$ cat config.mk
export PLATFORM = sky130hd
export DESIGN_NAME = multicycle_control_flat
export DESIGN_NICKNAME = d
export VERILOG_FILES = /design/src/rtl/multicycle_control_if.sv /design/src/rtl/multicycle_control.sv /design/src/flat_wrapper.sv
export SDC_FILE = /design/constraint.sdc
export NUM_CORES = 1
export LEC_CHECK = 0
export ABC_CLOCK_PERIOD_IN_PS = 1500
export CAP_MARGIN = 25
export CORE_ASPECT_RATIO = 1.1
export CORE_MARGIN = 2
export CORE_UTILIZATION = 43
export CTS_CLUSTER_DIAMETER = 60
export DETAILED_ROUTE_END_ITERATION = 12
export PLACE_DENSITY = 0.74
export SKIP_LAST_GASP = 1
export SYNTH_ARGS = -nofsm -noshare
export SYNTH_HDL_FRONTEND = slang
export SYNTH_SLANG_ARGS = --single-unit
$ cat constraint.sdc
create_clock -name Clock -period 1.5 [get_ports Clock]
set_input_delay 0.3 -clock Clock [delete_from_list [all_inputs] [get_ports Clock]]
set_output_delay 0.3 -clock Clock [all_outputs]
set_load 0.01 [all_outputs]
$ cat src/rtl/multicycle_control_if.sv
// -----------------------------------------------------------------------------
// multicycle_control_if
// Bundle between the multicycle controller and its datapath.
//   Opcode[5:0]   instruction bits [31:26] from the instruction register
//   Zero          ALU zero flag
//   PC_Write, PC_Write_Cond, PC_En, IorD, Mem_Read, Mem_Write, IR_Write,
//   Mem_to_Reg, Reg_Dst, Reg_Write, ALU_Src_A, Instr_Done, Halted (1 bit)
//   ALU_Src_B, ALU_Op, PC_Source (2 bits), State (4 bits, current state code)
// Modports:
//   master - controller side (consumes Opcode/Zero, drives the controls)
//   slave  - datapath side   (drives Opcode/Zero, consumes the controls)
// -----------------------------------------------------------------------------
interface multicycle_control_if;
    logic [5:0] Opcode;
    logic       Zero;
    logic       PC_Write;
    logic       PC_Write_Cond;
    logic       PC_En;
    logic       IorD;
    logic       Mem_Read;
    logic       Mem_Write;
    logic       IR_Write;
    logic       Mem_to_Reg;
    logic       Reg_Dst;
    logic       Reg_Write;
    logic       ALU_Src_A;
    logic       Instr_Done;
    logic       Halted;
    logic [1:0] ALU_Src_B;
    logic [1:0] ALU_Op;
    logic [1:0] PC_Source;
    logic [3:0] State;

    modport master (
        input  Opcode, Zero,
        output PC_Write, PC_Write_Cond, PC_En, IorD, Mem_Read, Mem_Write,
               IR_Write, Mem_to_Reg, Reg_Dst, Reg_Write, ALU_Src_A,
               Instr_Done, Halted, ALU_Src_B, ALU_Op, PC_Source, State
    );

    modport slave (
        output Opcode, Zero,
        input  PC_Write, PC_Write_Cond, PC_En, IorD, Mem_Read, Mem_Write,
               IR_Write, Mem_to_Reg, Reg_Dst, Reg_Write, ALU_Src_A,
               Instr_Done, Halted, ALU_Src_B, ALU_Op, PC_Source, State
    );
endinterface

$ cat src/rtl/multicycle_control.sv
// -----------------------------------------------------------------------------
// multicycle_control
// Moore control FSM for a multicycle MIPS-style datapath (R-type, LW, SW,
// BEQ, J, ADDI). Control outputs are registered together with the state so
// they are a pure function of State; only PC_En mixes in the live Zero flag.
// Ports:
//   Clock  - single clock, all updates on the rising edge
//   Reset  - asynchronous, active-high; forces FETCH
//   ctrl   - multicycle_control_if.master (Opcode/Zero in, controls out)
// Parameter:
//   ILLEGAL_HALT - 1: unknown opcode parks in HALT; 0: returns to FETCH
// -----------------------------------------------------------------------------
module multicycle_control #(
    parameter bit ILLEGAL_HALT = 1'b1
) (
    input  logic                        Clock,
    input  logic                        Reset,
    multicycle_control_if.master        ctrl
);

    typedef enum logic [3:0] {
        S_FETCH     = 4'd0,
        S_DECODE    = 4'd1,
        S_MEM_ADDR  = 4'd2,
        S_MEM_READ  = 4'd3,
        S_MEM_WB    = 4'd4,
        S_MEM_WRITE = 4'd5,
        S_EXEC_R    = 4'd6,
        S_R_WB      = 4'd7,
        S_BRANCH    = 4'd8,
        S_JUMP      = 4'd9,
        S_ADDI_EXEC = 4'd10,
        S_ADDI_WB   = 4'd11,
        S_HALT      = 4'd12
    } state_e;

    localparam logic [5:0] OP_RTYPE = 6'b000000;
    localparam logic [5:0] OP_LW    = 6'b100011;
    localparam logic [5:0] OP_SW    = 6'b101011;
    localparam logic [5:0] OP_BEQ   = 6'b000100;
    localparam logic [5:0] OP_J     = 6'b000010;
    localparam logic [5:0] OP_ADDI  = 6'b001000;

    typedef struct packed {
        logic       pc_write;
        logic       pc_write_cond;
        logic       iord;
        logic       mem_read;
        logic       mem_write;
        logic       ir_write;
        logic       mem_to_reg;
        logic       reg_dst;
        logic       reg_write;
        logic       alu_src_a;
        logic       instr_done;
        logic       halted;
        logic [1:0] alu_src_b;
        logic [1:0] alu_op;
        logic [1:0] pc_source;
    } ctrl_t;

    state_e     state_q, state_d;
    logic [5:0] opcode_q;
    ctrl_t      outs_q;

    // Control word for each state; anything not listed stays 0.
    function automatic ctrl_t state_outputs(input state_e s);
        ctrl_t c;
        c = '0;
        case (s)
            S_FETCH: begin
                c.mem_read  = 1'b1;
                c.ir_write  = 1'b1;
                c.alu_src_b = 2'b01;
                c.pc_write  = 1'b1;
            end
            S_DECODE: c.alu_src_b = 2'b11;
            S_MEM_ADDR, S_ADDI_EXEC: begin
                c.alu_src_a = 1'b1;
                c.alu_src_b = 2'b10;
            end
            S_MEM_READ: begin
                c.mem_read = 1'b1;
                c.iord     = 1'b1;
            end
            S_MEM_WB: begin
                c.reg_write  = 1'b1;
                c.mem_to_reg = 1'b1;
                c.instr_done = 1'b1;
            end
            S_MEM_WRITE: begin
                c.mem_write  = 1'b1;
                c.iord       = 1'b1;
                c.instr_done = 1'b1;
            end
            S_EXEC_R: begin
                c.alu_src_a = 1'b1;
                c.alu_op    = 2'b10;
            end
            S_R_WB: begin
                c.reg_write  = 1'b1;
                c.reg_dst    = 1'b1;
                c.instr_done = 1'b1;
            end
            S_BRANCH: begin
                c.alu_src_a     = 1'b1;
                c.alu_op        = 2'b01;
                c.pc_write_cond = 1'b1;
                c.pc_source     = 2'b01;
                c.instr_done    = 1'b1;
            end
            S_JUMP: begin
                c.pc_write   = 1'b1;
                c.pc_source  = 2'b10;
                c.instr_done = 1'b1;
            end
            S_ADDI_WB: begin
                c.reg_write  = 1'b1;
                c.instr_done = 1'b1;
            end
            S_HALT: c.halted = 1'b1;
            default: c = '0;
        endcase
        return c;
    endfunction

    // Next-state logic. Opcode is only looked at in DECODE; MEM_ADDR uses the
    // copy latched on the DECODE edge so a changing IR cannot redirect it.
    always_comb begin
        state_d = S_FETCH;
        case (state_q)
            S_FETCH:  state_d = S_DECODE;
            S_DECODE: begin
                case (ctrl.Opcode)
                    OP_RTYPE:     state_d = S_EXEC_R;
                    OP_LW, OP_SW: state_d = S_MEM_ADDR;
                    OP_BEQ:       state_d = S_BRANCH;
                    OP_J:         state_d = S_JUMP;
                    OP_ADDI:      state_d = S_ADDI_EXEC;
                    default:      state_d = ILLEGAL_HALT ? S_HALT : S_FETCH;
                endcase
            end
            S_MEM_ADDR:  state_d = (opcode_q == OP_LW) ? S_MEM_READ : S_MEM_WRITE;
            S_MEM_READ:  state_d = S_MEM_WB;
            S_EXEC_R:    state_d = S_R_WB;
            S_ADDI_EXEC: state_d = S_ADDI_WB;
            S_HALT:      state_d = S_HALT;
            default:     state_d = S_FETCH;
        endcase
    end

    // State, latched opcode and the registered control word move together,
    // so the outputs always describe the state currently held.
    always_ff @(posedge Clock or posedge Reset) begin
        if (Reset) begin
            state_q  <= S_FETCH;
            opcode_q <= '0;
            outs_q   <= state_outputs(S_FETCH);
        end else begin
            state_q <= state_d;
            outs_q  <= state_outputs(state_d);
            if (state_q == S_DECODE) begin
                opcode_q <= ctrl.Opcode;
            end
        end
    end

    // While Reset is held the FETCH word is presented, but nothing that would
    // advance the PC or load the IR may be asserted.
    assign ctrl.PC_Write      = outs_q.pc_write & ~Reset;
    assign ctrl.IR_Write      = outs_q.ir_write & ~Reset;
    assign ctrl.PC_Write_Cond = outs_q.pc_write_cond;
    assign ctrl.PC_En         = ctrl.PC_Write | (ctrl.PC_Write_Cond & ctrl.Zero);
    assign ctrl.IorD          = outs_q.iord;
    assign ctrl.Mem_Read      = outs_q.mem_read;
    assign ctrl.Mem_Write     = outs_q.mem_write;
    assign ctrl.Mem_to_Reg    = outs_q.mem_to_reg;
    assign ctrl.Reg_Dst       = outs_q.reg_dst;
    assign ctrl.Reg_Write     = outs_q.reg_write;
    assign ctrl.ALU_Src_A     = outs_q.alu_src_a;
    assign ctrl.Instr_Done    = outs_q.instr_done;
    assign ctrl.Halted        = outs_q.halted;
    assign ctrl.ALU_Src_B     = outs_q.alu_src_b;
    assign ctrl.ALU_Op        = outs_q.alu_op;
    assign ctrl.PC_Source     = outs_q.pc_source;
    assign ctrl.State         = state_q;

endmodule

$ cat src/flat_wrapper.sv
// flat-port wrapper written by rule: the top's interface ports become plain ports
module multicycle_control_flat 
#(
    parameter bit ILLEGAL_HALT = 1'b1
)
  (Clock, Reset, ctrl_Opcode, ctrl_Zero, ctrl_PC_Write, ctrl_PC_Write_Cond, ctrl_PC_En, ctrl_IorD, ctrl_Mem_Read, ctrl_Mem_Write, ctrl_IR_Write, ctrl_Mem_to_Reg, ctrl_Reg_Dst, ctrl_Reg_Write, ctrl_ALU_Src_A, ctrl_Instr_Done, ctrl_Halted, ctrl_ALU_Src_B, ctrl_ALU_Op, ctrl_PC_Source, ctrl_State);
  multicycle_control_if ctrl_i ();
  input  logic Clock;
  input  logic Reset;
  input wire logic [$bits(ctrl_i.Opcode)-1:0] ctrl_Opcode;
  input wire logic [$bits(ctrl_i.Zero)-1:0] ctrl_Zero;
  output wire logic [$bits(ctrl_i.PC_Write)-1:0] ctrl_PC_Write;
  output wire logic [$bits(ctrl_i.PC_Write_Cond)-1:0] ctrl_PC_Write_Cond;
  output wire logic [$bits(ctrl_i.PC_En)-1:0] ctrl_PC_En;
  output wire logic [$bits(ctrl_i.IorD)-1:0] ctrl_IorD;
  output wire logic [$bits(ctrl_i.Mem_Read)-1:0] ctrl_Mem_Read;
  output wire logic [$bits(ctrl_i.Mem_Write)-1:0] ctrl_Mem_Write;
  output wire logic [$bits(ctrl_i.IR_Write)-1:0] ctrl_IR_Write;
  output wire logic [$bits(ctrl_i.Mem_to_Reg)-1:0] ctrl_Mem_to_Reg;
  output wire logic [$bits(ctrl_i.Reg_Dst)-1:0] ctrl_Reg_Dst;
  output wire logic [$bits(ctrl_i.Reg_Write)-1:0] ctrl_Reg_Write;
  output wire logic [$bits(ctrl_i.ALU_Src_A)-1:0] ctrl_ALU_Src_A;
  output wire logic [$bits(ctrl_i.Instr_Done)-1:0] ctrl_Instr_Done;
  output wire logic [$bits(ctrl_i.Halted)-1:0] ctrl_Halted;
  output wire logic [$bits(ctrl_i.ALU_Src_B)-1:0] ctrl_ALU_Src_B;
  output wire logic [$bits(ctrl_i.ALU_Op)-1:0] ctrl_ALU_Op;
  output wire logic [$bits(ctrl_i.PC_Source)-1:0] ctrl_PC_Source;
  output wire logic [$bits(ctrl_i.State)-1:0] ctrl_State;
  assign ctrl_i.Opcode = ctrl_Opcode;
  assign ctrl_i.Zero = ctrl_Zero;
  assign ctrl_PC_Write = ctrl_i.PC_Write;
  assign ctrl_PC_Write_Cond = ctrl_i.PC_Write_Cond;
  assign ctrl_PC_En = ctrl_i.PC_En;
  assign ctrl_IorD = ctrl_i.IorD;
  assign ctrl_Mem_Read = ctrl_i.Mem_Read;
  assign ctrl_Mem_Write = ctrl_i.Mem_Write;
  assign ctrl_IR_Write = ctrl_i.IR_Write;
  assign ctrl_Mem_to_Reg = ctrl_i.Mem_to_Reg;
  assign ctrl_Reg_Dst = ctrl_i.Reg_Dst;
  assign ctrl_Reg_Write = ctrl_i.Reg_Write;
  assign ctrl_ALU_Src_A = ctrl_i.ALU_Src_A;
  assign ctrl_Instr_Done = ctrl_i.Instr_Done;
  assign ctrl_Halted = ctrl_i.Halted;
  assign ctrl_ALU_Src_B = ctrl_i.ALU_Src_B;
  assign ctrl_ALU_Op = ctrl_i.ALU_Op;
  assign ctrl_PC_Source = ctrl_i.PC_Source;
  assign ctrl_State = ctrl_i.State;
  multicycle_control #(.ILLEGAL_HALT(ILLEGAL_HALT)) u_core (.Clock(Clock), .Reset(Reset), .ctrl(ctrl_i));
endmodule
==> results of run 1 <==
[flip-flops by register name (all words and copies together) (netlist names), 2 cells and up]
| register | cells |
|---|---|
| u_core.opcode_q | 6 |
| u_core.ctrl.State | 4 |
| u_core.ctrl.ALU_Op | 2 |
| u_core.ctrl.ALU_Src_B | 2 |
| u_core.outs_q | 2 |
[worst register-to-register path: stages, from the launching register on]
cell,delay [ns]
sky130_fd_sc_hd__dfrtp_2,0.44
sky130_fd_sc_hd__buf_6,0.12
sky130_fd_sc_hd__or3b_4,0.38
sky130_fd_sc_hd__a21oi_2,0.15
sky130_fd_sc_hd__a21o_1,0.25
sky130_fd_sc_hd__nand2b_4,0.17
sky130_fd_sc_hd__mux2i_1,0.06
[metal layers]
metal  wire length (um)  share of wire [%]  global-route usage, %
met1               1340                 40                   21.7
met2               1780                 53                   35.6
met3                154                4.6                   3.15
met4                 83                2.5                   10.2
met5                  0                  0                      0
[cell type report]
cell class                      instances  share of cell area [%]
Inverter                                3                   0.546
Sequential cell                        27                    33.2
Multi-Input combinational cell         67                    33.9
Clock buffer                            3                    1.09
Timing Repair Buffer                   72                    29.1
Clock inverter                          1                   0.243
Tap cell                               33                    2.00
[power by group through the flow]
stage	registers, mW	logic, mW	clock network [mW]
floorplan	1.19	0.867	0
finish	1.14	1.90	0.327
global placement	1.16	1.50	0
global route	1.17	2.02	0.351
detailed placement	1.17	1.55	0
CTS	1.12	1.64	0.326
[cell families after synthesis]
group / share of synthesized area [%]
AOI/OAI and AO/OA: 12.7
muxes: 6.04
and+or+nand+nor: 21.0
xor gates and xnor gates: 1.36
DFF: 53.0
buffers and inverters: 5.94
[layout by cell type (no fill, tap or decap), drive strengths merged, types with 3 or more instances in the layout]
master / n
a21o: 3
a21oi: 3
and3: 3
buf: 46
clkbuf: 5
clkdlybuf4s50: 3
dfrtp: 23
dfstp: 4
dlygate4sd2: 19
inv: 3
mux2: 6
nand2: 5
nand2b: 3
nor2: 5
nor2b: 6
nor3: 4
nor3b: 3
nor4b: 3
[path summary, 6_finish.rpt]
| check | from | end | slack (ns) | depth (start not counted) |
|---|---|---|---|---|
| setup / recovery | u_core.ctrl.State[3] | u_core.ctrl.Instr_Done | -0.17 | 6 |
| hold / removal | ctrl_Opcode[5] | u_core.opcode_q[5] | 0.37 | 4 |
| setup reg to reg | u_core.ctrl.State[3] | u_core.ctrl.Instr_Done | -0.17 | 6 |
| hold reg to reg | u_core.opcode_q[5] | u_core.opcode_q[5] | 0.53 | 1 |
| max in group asynchronous | Reset | u_core.outs_q[12] | 0.70 | 4 |
| min in group asynchronous | Reset | u_core.ctrl.Reg_Dst | 0.51 | 4 |
[per-stage QoR]
stage / instance area (um^2) / power (mW)
6_report: 2060 / 3.36
5_1_grt: 2060 / 3.54
4_1_cts: 1940 / 3.09
3_5_place_dp: 1830 / 2.73
3_3_place_gp: 1830 / 2.66
2_1_floorplan: 1340 / 2.05
[what timing repair did]
| action | 4_1_cts | 5_1_grt |
|---|---|---|
| endpoints found under the setup margin | 33 | 22 |
| buffers inserted | 8 | 6 |
| gates resized for setup | 69 | 23 |
| pin swaps | 13 | 7 |
==> impl_metrics.prom, run 1 <==
# TYPE chip_impl_metric gauge
chip_impl_info{name="run_status",value="complete, but fails checks"} 1
chip_impl_info{name="failed_checks",value="negative setup slack"} 1
chip_impl_metric{name="synthesis.area_per_instance",unit="um^2"} 12.0
chip_impl_metric{name="netSwitchingPower",unit="mW"} 1.18
chip_impl_metric{name="vdd_drop_max",unit="V"} 0.00103
chip_impl_metric{name="gr-total-overflow",unit=""} 0
chip_impl_metric{name="fraction_of_the_cycle_the_final_worst_path_needs",unit="%"} 111
chip_impl_metric{name="drc",unit=""} 0
chip_impl_info{name="grt_setup_unrepaired",value="yes"} 1
chip_impl_metric{name="cts.reportedPaths.clkPinSlew",unit="ns"} 0.15
chip_impl_metric{name="htree_levels",unit=""} 1
chip_impl_metric{name="drt-vias-per-instance",unit=""} 5.32
chip_impl_metric{name="netlist_instances",unit=""} 107
chip_impl_metric{name="post_synthesis_cell_area",unit="um^2"} 1280
chip_impl_metric{name="cap_viol_max_count",unit=""} 0
chip_impl_metric{name="finalNonFillerCells",unit=""} 206
chip_impl_metric{name="ratio_of_cells_with_drive_above_1_in_the_final_layout",unit="%"} 54.3
chip_impl_metric{name="worst-path-buf-inv",unit=""} 1
chip_impl_metric{name="pin_count_of_the_biggest_net_entering_global_routing",unit=""} 28
chip_impl_info{name="synth.most_common_cell",value="sky130_fd_sc_hd__dfrtp_1"} 1
chip_impl_metric{name="multi_input_comb_area",unit="um^2"} 698
chip_impl_info{name="critPathTopFamily",value="simple AND/OR/NAND/NOR gates"} 1
chip_impl_info{name="tritoncts_clock_tree",value="done"} 1
chip_impl_metric{name="slew_violations",unit=""} 0
chip_impl_metric{name="vertical_extent_of_the_die",unit="um"} 61.3
chip_impl_metric{name="place_inst",unit=""} 189
chip_impl_metric{name="detail_route.wirelength",unit="mm"} 3.36
chip_impl_metric{name="achievable_freq",unit="MHz"} 600
chip_impl_info{name="type_of_the_worst_min_delay_path",value="input port to flop"} 1
chip_impl_info{name="setup.worst_path.class",value="flop to flop"} 1
chip_impl_metric{name="tot_gr_track_use",unit="%"} 19.2
chip_impl_metric{name="top_level_ports",unit=""} 32
chip_impl_metric{name="fp-row-count",unit=""} 20
chip_impl_metric{name="register_area",unit="um^2"} 684
chip_impl_metric{name="fillerInstances",unit=""} 200
chip_impl_metric{name="report.final.hold_viol_count",unit=""} 0
chip_impl_metric{name="grt_first_pass_wirelength",unit="mm"} 4.94
chip_impl_metric{name="worstSkewPairLatency",unit="ns"} 0.34
chip_impl_metric{name="slowest_delay",unit="ns"} 0.44
chip_impl_metric{name="tritoncts.num_buffers",unit=""} 3
chip_impl_metric{name="power.density_cell_area",unit="nW/um^2"} 1630
chip_impl_metric{name="fin_ws",unit="ns"} -0.168
chip_impl_metric{name="clockBufferDepth",unit=""} 2
chip_impl_metric{name="synth.net_count",unit=""} 116
chip_impl_metric{name="via_count",unit=""} 1096
chip_impl_metric{name="cp.arrival",unit="ns"} 1.90
chip_impl_metric{name="ctsHoldBuffers",unit=""} 0
chip_impl_metric{name="synth-seq-cells",unit=""} 27
chip_impl_info{name="post-synth-top-area-cell",value="sky130_fd_sc_hd__dfrtp_1"} 1
chip_impl_metric{name="chipWidth",unit="um"} 56.1
chip_impl_metric{name="placer_congestion_estimate",unit=""} 0.798
chip_impl_info{name="netlist_top_cells_count",value="sky130_fd_sc_hd__dfrtp_1, sky130_fd_sc_hd__buf_4, sky130_fd_sc_hd__mux2_2, sky130_fd_sc_hd__nor2b_1"} 1
chip_impl_metric{name="port_buffers",unit=""} 31
chip_impl_info{name="setup.worst_path.start_class",value="flop"} 1
chip_impl_info{name="post_synth_main_area_contributors",value="sky130_fd_sc_hd__dfrtp_1, sky130_fd_sc_hd__dfstp_2, sky130_fd_sc_hd__mux2_2"} 1
chip_impl_info{name="critical_path.slowest_cell",value="sky130_fd_sc_hd__dfrtp_2"} 1
chip_impl_metric{name="finalNetCount",unit=""} 183
chip_impl_metric{name="detailedPlacementHpwl",unit="mm"} 2.16
chip_impl_metric{name="coreArea",unit="um^2"} 2800
chip_impl_metric{name="share_of_synthesized_registers_carrying_an_async_set_or_reset",unit="%"} 100
chip_impl_metric{name="fin_worst_skew",unit="ns"} 0.00417
chip_impl_metric{name="timing.hold.ws",unit="ns"} 0.371
chip_impl_metric{name="dieArea",unit="um^2"} 3440
chip_impl_metric{name="worst_slack_after_detailed_placement",unit="ns"} -0.685
chip_impl_info{name="synthFlopType",value="sky130_fd_sc_hd__dfrtp_1"} 1
chip_impl_metric{name="drt_pass1_iterations",unit=""} 4
chip_impl_metric{name="detailedRoute.firstIterationViolations",unit=""} 13
chip_impl_metric{name="report.final.setup_viol",unit=""} 18
chip_impl_metric{name="antenna_violations_before_repair",unit=""} 0
chip_impl_metric{name="yosysWarningCount",unit=""} 0
chip_impl_metric{name="required",unit="ns"} 1.73
chip_impl_info{name="critical_path.endpoint_type",value="flop"} 1
chip_impl_metric{name="power_leakage",unit="nW"} 1.06
chip_impl_metric{name="count_of_flip_flops_with_a_built_in_enable_after_synthesis",unit=""} 0
chip_impl_metric{name="layout.core_utilization",unit="%"} 73.6
chip_impl_metric{name="period_needed",unit="ns"} 1.67
chip_impl_metric{name="clockPowerShare",unit="%"} 9.7
chip_impl_metric{name="power_switching_share",unit="%"} 35.2
chip_impl_metric{name="measured_slew_at_the_worst_slew_check_pin",unit="ns"} 0.428
chip_impl_metric{name="netlist-cell-type-count",unit=""} 37
chip_impl_metric{name="drtAntennaViolNets",unit=""} 0
chip_impl_metric{name="synthDominantCellAreaShare",unit="%"} 44.8
chip_impl_metric{name="initial_util",unit="%"} 45.8
chip_impl_metric{name="timing.critical_path.fanout_max",unit=""} 5
chip_impl_metric{name="antenna-diode-count",unit=""} 0
chip_impl_metric{name="clock-sinks",unit=""} 27
chip_impl_metric{name="cell_internal_pwr",unit="mW"} 2.18
chip_impl_info{name="timing.critical_path.cells",value="buf_6 -> or3b_4 -> a21oi_2 -> a21o_1 -> nand2b_4 -> mux2i_1"} 1
chip_impl_info{name="clk_root_buffer_cell",value="sky130_fd_sc_hd__clkbuf_4"} 1
chip_impl_metric{name="grt_pass1_vias",unit=""} 1098
chip_impl_metric{name="share_of_synthesized_area_occupied_by_flip_flops_and_latches",unit="%"} 53.0
chip_impl_metric{name="sequential_power_share",unit="%"} 34.0
chip_impl_metric{name="area.growth.synth_to_final",unit="%"} 60.5
chip_impl_metric{name="max-slew-margin-rel",unit="%"} 71.4
chip_impl_metric{name="share_comb_of_total_power",unit="%"} 56.3
chip_impl_metric{name="post_drt_wl_per_cell",unit="um"} 16.3
chip_impl_metric{name="fin_tns_setup",unit="ns"} -1.48
No activity file was read; power rests on OpenSTA's default activity.
==> run 2, diff against run 1 <==
GPL_TIMING_DRIVEN = 1   (was not set)
==> results of run 2 <==
Same layout as run 1: the final DEF is identical, and so are final timing and power.
==> RTL change: new RTL, settings of run 2 <==
`ILLEGAL_HALT` is set to 1'b1 in 2 places; all go to 1'b0.
--- a/src/rtl/multicycle_control.sv
+++ b/src/rtl/multicycle_control.sv
@@ -12,5 +12,5 @@
 // -----------------------------------------------------------------------------
 module multicycle_control #(
-    parameter bit ILLEGAL_HALT = 1'b1
+    parameter bit ILLEGAL_HALT = 1'b0
 ) (
     input  logic                        Clock,
--- a/src/flat_wrapper.sv
+++ b/src/flat_wrapper.sv
@@ -2,5 +2,5 @@
 module multicycle_control_flat 
 #(
-    parameter bit ILLEGAL_HALT = 1'b1
+    parameter bit ILLEGAL_HALT = 1'b0
 )
   (Clock, Reset, ctrl_Opcode, ctrl_Zero, ctrl_PC_Write, ctrl_PC_Write_Cond, ctrl_PC_En, ctrl_IorD, ctrl_Mem_Read, ctrl_Mem_Write, ctrl_IR_Write, ctrl_Mem_to_Reg, ctrl_Reg_Dst, ctrl_Reg_Write, ctrl_ALU_Src_A, ctrl_Instr_Done, ctrl_Halted, ctrl_ALU_Src_B, ctrl_ALU_Op, ctrl_PC_Source, ctrl_State);
Function: changed (Yosys sat finds a counterexample within 4 cycles, from zero or initial values and one cycle with Reset high).
==> RTL change against run 2 <==
  * The flow still finishes with violations (negative setup slack)
  * Count of clock-buffer cells in the layout stayed put
  * Worst setup slack worse by 34 ps
  * Routed wire length is 7.0% lower
  * Sequential cell count stayed put
  * Via count is 5.2% lower
  * Power is 21% lower
  * Area after synthesis is 2.4% lower
  * Final area is 5.1% lower
  * Largest cell class is now registers
==> RTL change: results (changes against run 2) <==
| Metric | Value |
|---|---|
| Synth unique cells | `35 (-5.4%)` |
| 1st-iter DRT viols | `20 (+7)` |
| Cell-internal power | `1.82 mW (-17%)` |
| Worst setup slack after layout | `-201 ps (-33.6 ps)` |
| Cells after DPL | `191 (+1.1%)` |
| Gr usage total | `0.188 (-0.00376)` |
| Path type of the worst min-delay path | `input port to async pin` |
| Plain + repair buffers | `66 (-8.3%)` |
| Layout clock area frac | `0.0153 (+0.00200)` |
| Vias per cell | `5.07 (-4.7%)` |
| Met3 Use GR | `0.0341 (+0.00260)` |
| Top cells by area, synth | `dfrtp_1 (46%), dfstp_2 (8.4%), mux2_2 (5.4%), nor2b_1 (4.0%), buf_4 (3.6%)` |
| Status | `complete, but fails checks` |
| Vias in the first global route | `1039 (-5.4%)` |
| Final net count | `182 (-0.55%)` |
| Met2 usage | `0.366 (+0.00934)` |
| Synth top cells by count | `dfrtp_1 (23), inv_1 (8), nor2b_1 (8), nor3_1 (7), o21ai_0 (7)` |
| Maximum fanout along the worst path | `6 (+1)` |
| Leakage power total | `1.03 nW (-2.3%)` |
| Worst Tran Pin Value | `388 ps (-40.2 ps)` |
| Post-Syn Nets | `121 (+4.3%)` |
| Synth Instances | `112 (+4.7%)` |
| Failing checks | `negative setup slack` |
| Register area share after synthesis | `0.543 (+0.0132)` |
| Final setup viols | `19 (+1)` |
| Maximum vdd ir drop | `0.00104 V (+0.85%)` |
| Number of non-clock inverters in the layout | `8 (+5)` |
| First-pass GRT wire length | `4.74 mm (-4.0%)` |
| Placer Congestion | `0.873 (+9.5%)` |
RTL change: cell count changes in the layout (fill, tap and decap cells not counted), sizes merged, moves of 3 or more:
cell and change:
buf -6, o21ai +6, clkdlybuf4s50 +5, inv +5, dlygate4sd2 -3, nand2 +3, nand2b -3, nor3 +3
nor3b -3
RTL change: repair_timing:
item                                    in CTS  in global routing
resized for setup                           66                 22
endpoints found under the setup margin      40                 26
pin swaps                                    7                  1
setup buffers                               11                  4
RTL change: metrics by stage:
stage	util	area (um^2)
2_1_floorplan	-	1250
3_3_place_gp	0.624	1730
3_5_place_dp	0.624	1730
4_1_cts	0.683	1900
5_1_grt	0.705	1960
6_report	0.705	1960
RTL change: worst min-delay path by stage:
stage,from,end,slack [ps],cells after the start
2_1_floorplan,Reset,u_core.ctrl.ALU_Op[0]$_DFF_PP0_,350,1
3_3_place_gp,u_core.opcode_q[5]$_DFFE_PP0P_,u_core.opcode_q[5]$_DFFE_PP0P_,480,1
3_5_place_dp,u_core.opcode_q[5]$_DFFE_PP0P_,u_core.opcode_q[5]$_DFFE_PP0P_,500,1
4_1_cts,Reset,u_core.ctrl.ALU_Op[1]$_DFF_PP0_,370,3
5_1_grt,Reset,u_core.ctrl.PC_Write_Cond$_DFF_PP0_,400,3
6_report,Reset,u_core.ctrl.ALU_Op[0]$_DFF_PP0_,400,3
RTL change: logic make-up after synthesis:
family / after synthesis / share of synthesized area
AO/OA/AOI/OAI: 17 / 0.0998
XOR/XNOR: 3 / 0.0210
buffers and inverters: 18 / 0.0808
flip-flops: 27 / 0.543
multiplexers: 6 / 0.0539
AND/OR/NAND/NOR: 41 / 0.202
RTL change: critical path: stages (launching register included):
cell and delay (ps):
dfrtp_1 440, buf_4 150, nor4b_4 120, buf_6 130, and3_4 150, nor3_4 250
inv_2 120, o211a_1 240
